$ cat src/rtl/calc_operand_entry.sv
// rtl/calc_operand_entry.sv - operand/operation entry sequencer and registered ALU for the calculator
//
// Ports:
//   clk          system clock
//   rst          asynchronous active-high reset
//   SW           slide switches (already synchronous to clk)
//   enter_pulse  one-cycle advance pulse
//   back_pulse   one-cycle step-back pulse
//   OP1, OP2     operand registers
//   result       registered ALU result
//   state        entry state: 0 WAIT_OP1, 1 WAIT_OP2, 2 WAIT_OP, 3 SHOW
//   op_code      latched operation (00 ADD, 01 SUB, 10 AND, 11 OR)
//   result_valid high while in SHOW
//   flags        {N, Z, C, V}, registered together with result

module calc_operand_entry #(
  parameter int N = 16
) (
  input  logic         clk,
  input  logic         rst,
  input  logic [N-1:0] SW,
  input  logic         enter_pulse,
  input  logic         back_pulse,
  output logic [N-1:0] OP1,
  output logic [N-1:0] OP2,
  output logic [N-1:0] result,
  output logic [1:0]   state,
  output logic [1:0]   op_code,
  output logic         result_valid,
  output logic [3:0]   flags
);

  typedef enum logic [1:0] {
    WAIT_OP1 = 2'd0,
    WAIT_OP2 = 2'd1,
    WAIT_OP  = 2'd2,
    SHOW     = 2'd3
  } state_t;

  state_t       r_state;
  state_t       w_next_state;
  logic [N-1:0] r_op1;
  logic [N-1:0] r_op2;
  logic [N-1:0] r_result;
  logic [1:0]   r_op_code;
  logic [3:0]   r_flags;

  // ALU is evaluated combinationally on the live SW op bits so that the
  // WAIT_OP -> SHOW edge registers the result of the operation being latched.
  logic [N:0]   w_sum;
  logic [N-1:0] w_diff;
  logic [N-1:0] w_alu_res;
  logic         w_alu_c;
  logic         w_alu_v;
  logic [3:0]   w_alu_flags;

  assign w_sum  = {1'b0, r_op1} + {1'b0, r_op2};
  assign w_diff = r_op1 - r_op2;

  always_comb begin
    w_alu_res = '0;
    w_alu_c   = 1'b0;
    w_alu_v   = 1'b0;
    case (SW[1:0])
      2'b00: begin
        w_alu_res = w_sum[N-1:0];
        w_alu_c   = w_sum[N];
        w_alu_v   = (r_op1[N-1] == r_op2[N-1]) && (w_sum[N-1] != r_op1[N-1]);
      end
      2'b01: begin
        w_alu_res = w_diff;
        w_alu_c   = (r_op1 < r_op2);
        w_alu_v   = (r_op1[N-1] != r_op2[N-1]) && (w_diff[N-1] != r_op1[N-1]);
      end
      2'b10: w_alu_res = r_op1 & r_op2;
      default: w_alu_res = r_op1 | r_op2;
    endcase
    w_alu_flags = {w_alu_res[N-1], (w_alu_res == '0), w_alu_c, w_alu_v};
  end

  // State register
  always_ff @(posedge clk or posedge rst) begin
    if (rst) begin
      r_state <= WAIT_OP1;
    end else begin
      r_state <= w_next_state;
    end
  end

  // Next-state logic; enter has priority over back
  always_comb begin
    w_next_state = r_state;
    case (r_state)
      WAIT_OP1: if (enter_pulse) w_next_state = WAIT_OP2;
      WAIT_OP2: begin
        if (enter_pulse)     w_next_state = WAIT_OP;
        else if (back_pulse) w_next_state = WAIT_OP1;
      end
      WAIT_OP: begin
        if (enter_pulse)     w_next_state = SHOW;
        else if (back_pulse) w_next_state = WAIT_OP2;
      end
      default: begin
        if (enter_pulse)     w_next_state = WAIT_OP1;
        else if (back_pulse) w_next_state = WAIT_OP;
      end
    endcase
  end

  // Datapath registers. The tracked register keeps loading SW on the
  // advancing edge too, which is what freezes the value seen at enter.
  always_ff @(posedge clk or posedge rst) begin
    if (rst) begin
      r_op1     <= '0;
      r_op2     <= '0;
      r_result  <= '0;
      r_op_code <= '0;
      r_flags   <= '0;
    end else begin
      case (r_state)
        WAIT_OP1: r_op1 <= SW;
        WAIT_OP2: begin
          if (!enter_pulse && back_pulse) r_op2 <= '0;
          else                            r_op2 <= SW;
        end
        WAIT_OP: begin
          if (enter_pulse) begin
            r_op_code <= SW[1:0];
            r_result  <= w_alu_res;
            r_flags   <= w_alu_flags;
          end else if (back_pulse) begin
            r_op_code <= '0;
          end else begin
            r_op_code <= SW[1:0];
          end
        end
        default: begin
          if (enter_pulse) begin
            r_op2     <= '0;
            r_result  <= '0;
            r_flags   <= '0;
            r_op_code <= '0;
          end else if (back_pulse) begin
            r_result  <= '0;
            r_flags   <= '0;
          end
        end
      endcase
    end
  end

  // Output logic
  always_comb begin
    state        = r_state;
    result_valid = (r_state == SHOW);
    OP1          = r_op1;
    OP2          = r_op2;
    result       = r_result;
    op_code      = r_op_code;
    flags        = r_flags;
  end

endmodule

$ cat config.mk
export PLATFORM = sky130hd
export DESIGN_NAME = calc_operand_entry
export DESIGN_NICKNAME = d
export VERILOG_FILES = /design/src/rtl/calc_operand_entry.sv
export SDC_FILE = /design/constraint.sdc
export NUM_CORES = 1
export LEC_CHECK = 0
export BUFFER_PORTS_ARGS = -buffer_cell sky130_fd_sc_hd__buf_2
export CAP_MARGIN = 20
export CORE_MARGIN = 2
export CORE_UTILIZATION = 52
export CTS_CLUSTER_DIAMETER = 30
export DETAILED_ROUTE_END_ITERATION = 16
export PLACE_DENSITY_LB_ADDON = 0.1
export SYNTH_ARGS = -nofsm -noshare
export SYNTH_HDL_FRONTEND = slang
export SYNTH_SLANG_ARGS = --single-unit
export TNS_END_PERCENT = 5
$ cat constraint.sdc
create_clock -name clk -period 3.5 [get_ports clk]
set_clock_uncertainty 0.1 [all_clocks]
set_input_delay 0.525 -clock clk [delete_from_list [all_inputs] [get_ports clk]]
set_output_delay 0.525 -clock clk [all_outputs]
set_load 0.1 [all_outputs]
Word-level counts from Yosys, hierarchy flattened
Cells that the tools add are included.

storage, ports and cells
  register bits = 56
  latch bits = 0
  RAM bits = 0
  memory bits (read-only) = 0
  output and inout port bits = 57
  word-level logic and storage cells = 66
  memories = 0

operators by class
  add/sub/neg operators = 2
  $mul = 0
  div/mod/pow operators = 0
  $lt $le $gt $ge = 1
  equality and inequality tests = 11
  shifts and indexed selects = 0
  mux-type cells = 26
  bitwise operators = 4
  reduce and logical (&&, ||, !) cells = 16

operator list
  operator                                              count
  2-to-1 mux 16 bit                                     5
  case mux 16 bit (2 select lines)                      2
  case mux 16 bit (3 select lines)                      1
  2-to-1 mux 2 bit                                      10
  adder 16 x 16 -> 17 bit                               1
  bitwise AND 16 bit                                    1
  logical NOT 16 bit                                    1
  less-than comparator 16 bit                           1
  bitwise OR 16 bit                                     1
  subtractor 16 bit                                     1
  2-to-1 mux 4 bit                                      3
  case mux 4 bit (2 select lines)                       1
  equality test 2 bit (second input constant)           3
  case mux 2 bit (3 select lines)                       1
  AND reduction 2 bit                                   3
  nonzero test 2 bit                                    3
  equality test 2 x 1 -> 1 bit (second input constant)  2
  logical NOT 2 bit                                     2
  inequality test 2 bit (second input constant)         2
  case mux 1 bit (2 select lines)                       2
  case mux 2 bit (2 select lines)                       1
  OR reduction 2 bit                                    2
  logical AND 1 bit                                     3
  inequality test 1 bit                                 3
  other kinds (4)                                       5

Depth between registers and ports, before layout
  depth in word-level cells = 6
  mapped depth = 13
  gate-level depth less buffers = 13

Worst setup path after synthesis
No wires, ideal clock.

  path type = register -> register
  start point = reg r_op2[0] (netlist: OP2[0])
  end point = reg r_flags[2] (netlist: flags[2])
  library setup time = 92 ps
  arrival = 3823 ps
  data required time = 3308 ps
  path slack = -515 ps
  cell stages (with the launch flop) = 13
  path through = dfrtp_1 > ha_1 > inv_1 > fa_1 > nand2b_4 > a21oi_2 > xnor2_1 > mux4_2 > nor4b_2 > nand4_1 > or4_1 > or4b_1 > o31ai_2

between the ends
  word-level cells in the longest chain between the ends = 5

ends and longest elaborated chain
  element                                          line  text
  start: declaration                               43    logic [N-1:0] r_op2;
  start signal: assignment                         115   r_op2 <= '0;
  start signal: assignment                         123   if (!enter_pulse && back_pulse) r_op2 <= '0;
  start signal: assignment                         124   else r_op2 <= SW;
  subtractor 16 bit, or another cell as far along  58    assign w_diff = r_op1 - r_op2;
  case mux 16 bit (3 select lines) *               64    case (SW[1:0])
  logical NOT 16 bit *                             78    w_alu_flags = {w_alu_res[N-1], (w_alu_res == '0), w_alu_c, w_alu_v};
  2-to-1 mux 4 bit *                               127   if (enter_pulse) begin
  case mux 4 bit (2 select lines) *                120   case (r_state)
  end signal: assignment                           130   r_flags <= w_alu_flags;
  end: declaration                                 46    logic [3:0] r_flags;

Every way passes the cells marked *; elsewhere a longest branch is shown, timed or not. The select of a mux whose other input is x is not followed.
A chain may end at the register's enable or synchronous reset.

Worst setup path in the final report
  start point = reg r_op1[5] (netlist: OP1[5])
  end point = reg r_flags[2] (netlist: flags[2])

between the ends
  word-level cells in the longest chain between the ends = 5

ends and longest elaborated chain
  element                                          line  text
  start: declaration                               42    logic [N-1:0] r_op1;
  start signal: assignment                         114   r_op1 <= '0;
  start signal: assignment                         121   WAIT_OP1: r_op1 <= SW;
  subtractor 16 bit, or another cell as far along  58
  case mux 16 bit (3 select lines) *               64
  logical NOT 16 bit *                             78
  2-to-1 mux 4 bit *                               127
  case mux 4 bit (2 select lines) *                120

Marks and branches as above.

==> impl_metrics.env <==
export IMPL_outcome="finished, violations left"
export IMPL_violations="setup timing"
export IMPL_gp_congestion=0.931
export IMPL_antennaDiodeCount=0
export IMPL_ys_seq_elements=55
export IMPL_avgSynthCellArea_um2=8.86
export IMPL_synth_top_cell_area_share_pct=30.8
export IMPL_worst_pin_slew_ns=0.778
export IMPL_hold_viol=0
export IMPL_final_max_slew_violation_count=0
export IMPL_grt_max_degree=46
export IMPL_period_share_pct=102
export IMPL_clk_pin_slew_worst_paths_ns=0.11
export IMPL_cts_hold_buf=0
export IMPL_layout_common_cells="buf_2, nand2_1, ha_1"
export IMPL_cts_setup_buffers=0
export IMPL_rrSetupSlack_ns=-0.06
export IMPL_placed_cell_area_um2=5150
export IMPL_cts_root_buf="clkbuf_8"
export IMPL_floorplan_initialDensity_pct=54.1
export IMPL_crit_buf_inv=1
export IMPL_post_dp_hpwl_um=9130
export IMPL_wl_per_cell_um=16.7
export IMPL_min_period_ns=3.56
export IMPL_syn_cell_area_um2=4470
export IMPL_dp_cells=696
export IMPL_wl_um=11800
export IMPL_synth_cell_types=74
export IMPL_worstHoldPathType="in2async"
export IMPL_die_w_um=96.7
export IMPL_fin_tns_setup_ns=-0.0615
export IMPL_routed_via_density=5.94
export IMPL_first_global_vias=4018
export IMPL_drc_errors=0
export IMPL_syn_num_nets=578
export IMPL_synth_seq_area_share_pct=30.8
export IMPL_synth_warning_count=0
export IMPL_crit_arrival_ns=3.70
export IMPL_setup_viol=1
export IMPL_fin_nets=673
export IMPL_grt_pass1_wl_um=20200
export IMPL_cts_sinks=55
export IMPL_grt_overflow=0
export IMPL_fmax_mhz=281
export IMPL_crit_required_ns=3.64
export IMPL_synth_cells=504
export IMPL_criticalPathCategory="reg2reg"
export IMPL_io_pins=77
export IMPL_drtAntennaViolNets=0
export IMPL_stdcell_area_um2=5290
export IMPL_r2r_end="flags[2]"
export IMPL_crit_reg2reg_launch="OP1[5]"
export IMPL_rsz0062_at_grt="yes"
export IMPL_ys_top_cells_by_area="dfrtp_1, ha_1, a22o_1"
export IMPL_synth_flop_cell="dfrtp_1"
export IMPL_ys_async_sr_fraction_pct=100
export IMPL_numCtsBuffers=5
export IMPL_crit_path_start_kind="flip-flop"
export IMPL_cpPeakStageDelay_ns=0.53
export IMPL_track_usage_pct=25.8
export IMPL_critPathCaptureType="flip-flop"
export IMPL_cts_tree="done"
export IMPL_core_um2=8260
export IMPL_dr_pass1_iters=5
export IMPL_critPathMostFrequentCell="o31a_1"
export IMPL_drt_iter0_drc=234
export IMPL_die_area_um2=9350
export IMPL_worst_slew_margin_rel_pct=47.8
export IMPL_cp_top_family="compound AO/OA/AOI/OAI gates"
export IMPL_cts_htree_levels=2
export IMPL_cp_slowest_cell="or4b_1"
export IMPL_antenna_found_initial=0
export IMPL_vias=4185
export IMPL_cp_max_fo=5
export IMPL_clock_latency_ns=0.32
export IMPL_final_common_cell="buf_2"
export IMPL_synth_edf_count=0
export IMPL_crit_path_cell_trace="inv_1, ha_1, nor3b_1, o31a_1, a311oi_2, o21a_1, nor3_1, o31a_1, or4_1, or4b_1, o31ai_2"
export IMPL_layout_drive_gt1_share_pct=29.2
export IMPL_final_cell_count_no_fill=705
export IMPL_synthToLayoutAreaGrowth_pct=18.4
export IMPL_layout_setup_ws_ns=-0.0615
export IMPL_cts_buffer_depth=2
export IMPL_rows=33
export IMPL_reg2reg_depth=11
export IMPL_portBuffers=76
export IMPL_yosys_area_top_type="dfrtp_1"
export IMPL_die_h_um=96.7
export IMPL_maxCapViolCount=0
routing by layer:
layer  global-route usage (%)  share of wire (%)  up-vias
met1                     38.0                 48     2041
met5                        0                  0        -
met4                     7.58                2.1        0
met2                     39.5                 44      134
met3                     3.54                5.0       15
li1                         -                  -     1995
metrics by stage:
step	hold slack [ns]	setup WS, ns	util, %
CTS	0.308	-0.0712	63.5
global placement	0.360	0.0158	62.3
finish	0.0974	-0.0615	64.0
global route	0.116	-0.218	64.0
floorplan	0.542	-0.171	-
detailed placement	0.367	-0.0357	62.3
state kept, by name, indices dropped and copies added, names as in the netlist:
name     count
flags        3
op_code      2
OP2         16
result      16
OP1         16
state        2
worst max-delay path by stage:
stage | startpoint | end | depth (start not counted)
floorplan | OP1[0] | flags[2] | 12
global placement | OP2[0] | flags[2] | 11
detailed placement | OP2[0] | flags[2] | 11
CTS | OP2[0] | flags[2] | 11
global route | OP2[0] | flags[2] | 11
finish | OP1[5] | flags[2] | 11
area by class of cell:
| cell class | count | area (um^2) |
|---|---|---|
| fillers | 742 | 2970 |
| well taps | 105 | 131 |
| inverters | 50 | 188 |
| repair buffers | 117 | 701 |
| multi-input cells | 370 | 2770 |
| clock inverters | 3 | 26.3 |
| clock buffers | 5 | 68.8 |
| flip-flops and latches | 55 | 1400 |
cells in the mapped netlist, types with 5 or more instances:
cell and number:
dfrtp_1 55, nand2_1 53, ha_1 52, inv_1 48
o21ai_0 43, a22o_1 28, a21oi_1 22, nor2_1 20
clkbuf_1 17, nor3_1 15, o211ai_1 9, a21o_1 7
nor2b_1 7, clkbuf_8 6, nand4_1 5, o21a_1 5
o21ai_1 5, o41ai_1 5, xnor2_1 5
repair_timing:
item,CTS,global route
pin swaps,0,0
gates resized for setup,0,4
setup endpoints to repair,1,1
cells by family after synthesis:
| logic type | Yosys count | share of synthesized area [%] |
|---|---|---|
| AOI/OAI and AO/OA | 170 | 26.9 |
| and+or+nand+nor | 131 | 14.6 |
| buffers and inverters | 79 | 8.49 |
| DFF | 55 | 30.8 |
| adders and majority gates | 54 | 15.5 |
| xor gates and xnor gates | 8 | 1.57 |
| muxes | 7 | 2.16 |
Power is left out: the tool's default activity adds up to more than one toggle a clock period on the data nets, which glitch-free logic cannot reach.
